[src/rtl/fir_inverse_filter_if.sv]
// Stream bundle for the inverse FIR: y samples in, recovered x samples out.
interface fir_inverse_filter_if;
  logic signed [15:0] y_in;
  logic               in_valid;
  logic               in_ready;
  logic signed [7:0]  x_out;
  logic               sat_out;
  logic               out_valid;
  logic               out_ready;

  modport master (
    output y_in, in_valid, out_ready,
    input  in_ready, x_out, sat_out, out_valid
  );

  modport slave (
    input  y_in, in_valid, out_ready,
    output in_ready, x_out, sat_out, out_valid
  );
endinterface

[src/rtl/fir_inverse_filter.sv]
// Recursive deconvolver for the 4-tap FIR: x[n] = (y[n] - sum Ck*x[n-k]) >>> C0_SHIFT,
// one shared serial multiplier, saturating 8-bit result fed back into history.
module fir_inverse_filter #(
  parameter int unsigned       C0_SHIFT = 1,
  parameter logic signed [7:0] C1       = 8'sd4,
  parameter logic signed [7:0] C2       = 8'sd4,
  parameter logic signed [7:0] C3       = 8'sd2
) (
  input  logic                 clk,
  input  logic                 reset_n,
  input  logic                 clear,
  fir_inverse_filter_if.slave  s
);

  typedef enum logic [1:0] {IDLE, MAC, SCALE, OUT} state_e;

  state_e             state_q, state_d;
  logic signed [19:0] acc_q, acc_d;
  logic [1:0]         tap_q, tap_d;
  logic signed [7:0]  h1_q, h1_d, h2_q, h2_d, h3_q, h3_d;
  logic signed [7:0]  x_q, x_d;
  logic               sat_q, sat_d;
  logic               vld_q, vld_d;

  logic signed [7:0]  coef, hist;
  logic signed [15:0] prod;
  logic signed [19:0] q;

  // Shared multiplier: tap counter selects which coefficient/history pair is in flight.
  always_comb begin
    case (tap_q)
      2'd1:    begin coef = C1; hist = h1_q; end
      2'd2:    begin coef = C2; hist = h2_q; end
      default: begin coef = C3; hist = h3_q; end
    endcase
    prod = coef * hist;
    q    = acc_q >>> C0_SHIFT;
  end

  always_comb begin
    state_d = state_q;
    acc_d   = acc_q;
    tap_d   = tap_q;
    h1_d    = h1_q;
    h2_d    = h2_q;
    h3_d    = h3_q;
    x_d     = x_q;
    sat_d   = sat_q;
    vld_d   = vld_q;

    case (state_q)
      IDLE: begin
        if (s.in_valid) begin
          acc_d   = {{4{s.y_in[15]}}, s.y_in};
          tap_d   = 2'd1;
          state_d = MAC;
        end
      end
      MAC: begin
        acc_d = acc_q - {{4{prod[15]}}, prod};
        tap_d = tap_q + 2'd1;
        if (tap_q == 2'd3) begin
          tap_d   = 2'd0;
          state_d = SCALE;
        end
      end
      SCALE: begin
        if (q > 20'sd127) begin
          x_d   = 8'sd127;
          sat_d = 1'b1;
        end else if (q < -20'sd128) begin
          x_d   = -8'sd128;
          sat_d = 1'b1;
        end else begin
          x_d   = q[7:0];
          sat_d = 1'b0;
        end
        // The clamped value, not q, is what the recursion sees next time.
        h3_d    = h2_q;
        h2_d    = h1_q;
        h1_d    = x_d;
        vld_d   = 1'b1;
        state_d = OUT;
      end
      OUT: begin
        if (s.out_ready) begin
          vld_d   = 1'b0;
          state_d = IDLE;
        end
      end
      default: state_d = IDLE;
    endcase

    // x_out deliberately survives a flush so downstream still sees the last sample.
    if (clear) begin
      state_d = IDLE;
      acc_d   = '0;
      tap_d   = 2'd0;
      h1_d    = '0;
      h2_d    = '0;
      h3_d    = '0;
      sat_d   = 1'b0;
      vld_d   = 1'b0;
    end
  end

  always_ff @(posedge clk or negedge reset_n) begin
    if (!reset_n) begin
      state_q <= IDLE;
      acc_q   <= '0;
      tap_q   <= 2'd0;
      h1_q    <= '0;
      h2_q    <= '0;
      h3_q    <= '0;
      x_q     <= '0;
      sat_q   <= 1'b0;
      vld_q   <= 1'b0;
    end else begin
      state_q <= state_d;
      acc_q   <= acc_d;
      tap_q   <= tap_d;
      h1_q    <= h1_d;
      h2_q    <= h2_d;
      h3_q    <= h3_d;
      x_q     <= x_d;
      sat_q   <= sat_d;
      vld_q   <= vld_d;
    end
  end

  assign s.in_ready  = (state_q == IDLE);
  assign s.x_out     = x_q;
  assign s.sat_out   = sat_q;
  assign s.out_valid = vld_q;

endmodule

[src/flat_wrapper.sv]
// flat-port wrapper written by rule: the top's interface ports become plain ports
module fir_inverse_filter_flat 
#(
  parameter int unsigned       C0_SHIFT = 1,
  parameter logic signed [7:0] C1       = 8'sd4,
  parameter logic signed [7:0] C2       = 8'sd4,
  parameter logic signed [7:0] C3       = 8'sd2
)
  (clk, reset_n, clear, s_y_in, s_in_valid, s_out_ready, s_in_ready, s_x_out, s_sat_out, s_out_valid);
  fir_inverse_filter_if s_i ();
  input  logic clk;
  input  logic reset_n;
  input  logic clear;
  input wire logic [$bits(s_i.y_in)-1:0] s_y_in;
  input wire logic [$bits(s_i.in_valid)-1:0] s_in_valid;
  input wire logic [$bits(s_i.out_ready)-1:0] s_out_ready;
  output wire logic [$bits(s_i.in_ready)-1:0] s_in_ready;
  output wire logic [$bits(s_i.x_out)-1:0] s_x_out;
  output wire logic [$bits(s_i.sat_out)-1:0] s_sat_out;
  output wire logic [$bits(s_i.out_valid)-1:0] s_out_valid;
  assign s_i.y_in = s_y_in;
  assign s_i.in_valid = s_in_valid;
  assign s_i.out_ready = s_out_ready;
  assign s_in_ready = s_i.in_ready;
  assign s_x_out = s_i.x_out;
  assign s_sat_out = s_i.sat_out;
  assign s_out_valid = s_i.out_valid;
  fir_inverse_filter #(.C0_SHIFT(C0_SHIFT), .C1(C1), .C2(C2), .C3(C3)) u_core (.clk(clk), .reset_n(reset_n), .clear(clear), .s(s_i));
endmodule
[config.mk]
export PLATFORM = sky130hd
export DESIGN_NAME = fir_inverse_filter_flat
export DESIGN_NICKNAME = d
export VERILOG_FILES = /design/src/rtl/fir_inverse_filter_if.sv /design/src/rtl/fir_inverse_filter.sv /design/src/flat_wrapper.sv
export SDC_FILE = /design/constraint.sdc
export NUM_CORES = 1
export LEC_CHECK = 0
export BUFFER_PORTS_ARGS = -buffer_cell sky130_fd_sc_hd__buf_2
export CORE_UTILIZATION = 54
export DETAILED_ROUTE_END_ITERATION = 10
export GPL_TIMING_DRIVEN = 0
export MAX_ROUTING_LAYER = met4
export PLACE_DENSITY = 0.87
export SYNTH_ARGS = -nofsm -noshare
export SYNTH_HDL_FRONTEND = slang
export SYNTH_SLANG_ARGS = --single-unit
[constraint.sdc]
create_clock -name clk -period 4.2 [get_ports clk]
set_input_delay 0.42 -clock clk [delete_from_list [all_inputs] [get_ports clk]]
set_output_delay 0.42 -clock clk [all_outputs]
set_load 0.01 [all_outputs]
; ---- Word-level counts from Yosys, hierarchy flattened
; Cells that the tools add are included.
[classes]
n_addsub = 2
multipliers = 1
magnitude_cmp = 2
eq_ne = 9
mux = 28
reduce_logical = 8
[ops]
columns = operator, n
row1 = two-way mux 8 bit, 8
row2 = two-way mux 20 bit, 2
row3 = one-hot mux 20 bit (2 select lines), 1
row4 = subtractor 20 bit, 1
row5 = > comparator 19 x 8 -> 1 bit (second input constant), 1
row6 = < comparator 19 x 8 -> 1 bit (second input constant), 1
row7 = one-hot mux 8 bit (2 select lines), 1
row8 = multiplier 4 x 8 -> 12 bit, 1
row9 = two-way mux 2 bit, 6
row10 = == test 2 bit (second input constant), 4
row11 = one-hot mux 2 bit (4 select lines), 1
row12 = two-way mux 1 bit, 6
row13 = inequality test 3 bit (second input constant), 2
row14 = nonzero test 3 bit, 2
row15 = == test 2 x 1 -> 1 bit (second input constant), 2
row16 = one-hot mux 2 bit (2 select lines), 1
row17 = AND reduction 2 bit, 2
row18 = two-way mux 3 bit, 1
row19 = inequality test 3 x 2 -> 1 bit (second input constant), 1
row20 = AND reduction 3 bit, 1
row21 = adder 2 x 1 -> 2 bit (second input constant), 1
row22 = zero test 2 bit, 1
row23 = one-hot mux 1 bit (2 select lines), 1
row24 = nonzero test 2 bit, 1
row25 = OR reduction 2 bit, 1
[word_totals]
ff_bits = 58
output_inout_bits = 11
word_cells = 59

; ---- Longest topological paths before layout
[logic_depth]
word_depth = 7
ltp_mapped = 20

; ---- Worst setup path after synthesis
; OpenSTA, ideal clock, no wires.
[synth_path]
kind = reg2reg
from = reg u_core.tap_q[0]
to = reg u_core.acc_q[19]
setup_time_ns = 0.064
arrival_ns = 4.023
t_required_ns = 4.136
path_slack_ns = 0.113
stages_incl_launch_ff = 19
path_buffers = 2
synth_period_minus_slack_ns = 4.087
cell_sequence = dfrtp_1 inv_1 ha_1 clkbuf_1 clkbuf_1 nor2_1 ha_1 ha_1 ha_1 xor2_1 ha_1 nand4_1 a21oi_2 a21oi_2 o41ai_4 a211oi_2 or4b_1 nand3_1 a21o_1
[synth_between]
elab_chain_len = 7
elab_cells_between_ends = 9
cone_classes = add/sub (1) / mul (1) / eq/ne (2) / mux (4) / reduce/logical (1)
[synth_rtl]
columns = element, line_no
row1 = start: declaration, fir_inverse_filter.sv:19  ; logic [1:0] tap_q, tap_d;
row2 = start signal: assignment, fir_inverse_filter.sv:121  ; tap_q <= tap_d;
row3 = == test 2 x 1 -> 1 bit / == test 2 bit (equally long branches), fir_inverse_filter.sv:31  ; case (tap_q)
row4 = OR reduction 2 bit (no line), -
row5 = two-way mux 3 bit, fir_inverse_filter.sv:31
row6 = multiplier 4 x 8 -> 12 bit *, fir_inverse_filter.sv:36  ; prod = coef * hist;
row7 = subtractor 20 bit *, fir_inverse_filter.sv:60  ; acc_d = acc_q - {{4{prod[15]}}, prod};
row8 = one-hot mux 20 bit (2 select lines) *, fir_inverse_filter.sv:51  ; case (state_q)
row9 = two-way mux 20 bit *, fir_inverse_filter.sv:95  ; if (clear) begin
row10 = end signal: assignment, fir_inverse_filter.sv:110  ; acc_q <= '0;
row11 = end signal: assignment, fir_inverse_filter.sv:120  ; acc_q <= acc_d;
row12 = end: declaration, fir_inverse_filter.sv:18  ; logic signed [19:0] acc_q, acc_d;
; Mark *: on every way between the ends. The rest lies on a longest branch, timed or not.
; A chain may end at the register's enable or synchronous reset.

; ---- Worst setup path after layout
[layout_path]
from = reg u_core.tap_q[1]
to = reg u_core.acc_q[19]
; The elaborated chain is that of the path after synthesis.

==> metrics <==
Skew-Pair Late Insertion Delay=0.35 ns; critical path arrival=4.39 ns; commonest non-fill, non-tap cell in the layout=dfrtp_1; htree depth=3; Die X=85.6 um; Syn Area/Cell=9.10 um2; Post-Route Utilization=0.641; Worst Setup Path Type=flop to flop; DR vias/cell=6.20; register area share after synthesis=0.378; Setup crit start kind=flop; Final period util=0.977; Crit path max-delay family=adder cells; DR WL met2=5.08 mm; initial drt markers=300; gpl congestion=0.952; clock skew=0.00623 ns; diode count=0; slew margin rel.=0.451; highest routed layer=met4; largest cells by area after synthesis=dfrtp_1 (38%), ha_1 (11%), mux2i_1 (6.4%), o21ai_0 (4.8%), nor2_1 (4.6%); synthesized flop and latch total=57; Post-synth EDFFs=0; post-DP HPWL=7.04 mm; vias in the first global route=3508; endpoints failing setup=0; share of cells above drive strength 1=0.155; Post-CTS Hold Buffers=0; Mapped Cells=415; status=finished clean; Tot Pwr=3.41 mW; critical path cell sequence=inv_1, ha_1, buf_2, a22oi_2, nor2_1, ha_1, ha_4, ha_4, xor2_1, ha_1, nand4_1, a21oi_2, a21oi_2, o41ai_4, a211oi_2, or4b_1, nand3_1, a21o_1; Clock Root Buffer=clkbuf_8; crit-path max FO=8; Slew Viols, Final=0; Final min period=4.10 ns; first-pass GRT wire length=16.4 mm; CTS max path bufs=2; Peak VDD IR=0.441 mV; Hold Path Class=input pin to async pin; CTS sink count=57; pwr/cell area=787 nW/um2; Yosys top cell area share=0.378; Leak Pwr=1.96 nW; fmax=0.244 GHz; WP buf/inv=2; Area growth syn-to-layout=14.6%; crit end category=flop; Top Ports=32; CTS Buf Count=9; Layout Nets=513; CP Data Required Time=4.49 ns; dominant synthesized flop cell=dfrtp_1; Routed WL=10.1 mm; DR vias=3375; port buffer count=29; GRT Resource Usage Total=0.300; most frequent cells in the layout=dfrtp_1 (56), nor2_1 (46), o21ai_0 (33); worst slew pin tran=0.816 ns; DRC=0; post-route ant nets=0; Clk pin slew, worst setup/hold paths=0.07 ns; # fillers=546; Met1 Routed Length=4.02 mm; Fin. Hold Viols=0; WL met3=726 um; WL/cell=18.7 um; Yosys top cell by area=dfrtp_1; core area=6760 um2; Yosys cell types=51; largest net degree at the start of global routing=58; Max-cap violations=0; Critical Path Slowest Stage Cell=or4b_1; Mapped Area=3780 um2; slowest stage delay, CP=0.54 ns; Die Ht=85.6 um; Starting Density=0.559; detailed-router iteration count before antenna repair=5; ys async rst share=1.00; die area=7330 um2; beginning of the critical path=u_core.tap_q[1]; cell row count=30; worst r2r src=u_core.tap_q[1]; initial antenna violation count=0; GRT overflow=0; cell mode on critical path=ha_1; CTS tree=yes; synth warn=0
## report_power, final
group | switching [mW] | total (mW) | internal (mW)
combinational | 1.18 | 2.03 | 0.856
sequential | 0.157 | 0.864 | 0.707
clock | 0.236 | 0.509 | 0.273
## flip-flops by register name, indices dropped and copies added, names as in the netlist
signal              cells
u_core.tap_q            2
u_core.s.sat_out        1
u_core.acc_q           19
u_core.state_q          2
u_core.s.out_valid      1
u_core.s.x_out          8
u_core.h3_q             8
u_core.h2_q             8
u_core.h1_q             8
## area by class of cell
class	count	area (um2)	area share
buffer	17	73.8	0.0171
multi-input combinational	321	2290	0.529
clock buffer	11	131	0.0304
tap	80	100	0.0231
clock inverter	5	56.3	0.0130
timing repair buffer	32	170	0.0393
sequential	57	1430	0.330
inverter	21	78.8	0.0182
## synthesized netlist by cell type (3+ instances only)
| master | count |
|---|---|
| a21oi_1 | 33 |
| dfrtp_1 | 57 |
| nor2_1 | 46 |
| ha_1 | 33 |
| nand2_1 | 27 |
| nand4_1 | 4 |
| xnor2_1 | 14 |
| inv_1 | 21 |
| nor3_1 | 8 |
| mux2_2 | 3 |
| clkbuf_1 | 13 |
| a31oi_1 | 5 |
| a21o_1 | 9 |
| a22oi_1 | 10 |
| nor2b_1 | 4 |
| o211ai_2 | 3 |
| mux2i_1 | 24 |
| o21ai_0 | 36 |
| o21a_1 | 7 |
| buf_1 | 3 |
| nand2b_1 | 10 |
| xor2_1 | 5 |
## worst reg2reg max path, delay by kind of cell (launching register included)
kind | cells | cell delay, ns
xor+xnor | 1 | 0.15
buf+inv | 2 | 0.26
compound gates | 6 | 1.16
simple gates | 4 | 0.84
fa+ha+maj | 5 | 1.20
flops | 1 | 0.42
## layer usage
metal  track usage  up-vias
met1         0.339     1611
met3        0.0606       34
met5             -        -
met2         0.502      168
li1              -     1562
met4         0.162        0
## kinds of logic (layout without fill, tap and decap cells)
| logic type | count (synthesis) | in the layout | share of synthesized area |
|---|---|---|---|
| compound gates | 127 | 127 | 0.220 |
| simple gates | 112 | 112 | 0.136 |
| flops | 57 | 57 | 0.378 |
| buf+inv | 39 | 86 | 0.0394 |
| fa+ha+maj | 33 | 33 | 0.109 |
| mux | 27 | 27 | 0.0725 |
| xor+xnor | 19 | 19 | 0.0441 |
| other cells | 1 | 3 | 0.000993 |
## timing repair
item,CTS,global route
buffers inserted,1,2
pin swaps,3,3
cloned,0,0
setup endpoints to repair,7,6
gates resized for setup,5,14
## final timing paths
path                                     end  slack (ns)  cells after the start
min                        u_core.s.x_out[2]        0.13                      1
min reg2reg                u_core.s.x_out[5]        0.52                      2
max reg2reg                 u_core.acc_q[19]         0.1                     18
min in group clk             u_core.acc_q[6]        0.37                      3
max                         u_core.acc_q[19]         0.1                     18
max in group asynchronous    u_core.tap_q[1]        3.57                      1
## metrics by stage
step	instance area, um2	TNS (ns)	cells	hold WS [ns]	setup WS [ns]
3_3_place_gp	4030	-1.66	526	0.490	-0.446
6_report	4330	0	544	0.125	0.0972
2_1_floorplan	3780	0	417	0.124	0.113
4_1_cts	4240	0	542	0.364	0.00601
5_1_grt	4330	-0.0481	544	0.174	-0.0481
3_5_place_dp	4030	-2.65	526	0.512	-0.590
Power figures use the tool's default switching activity.
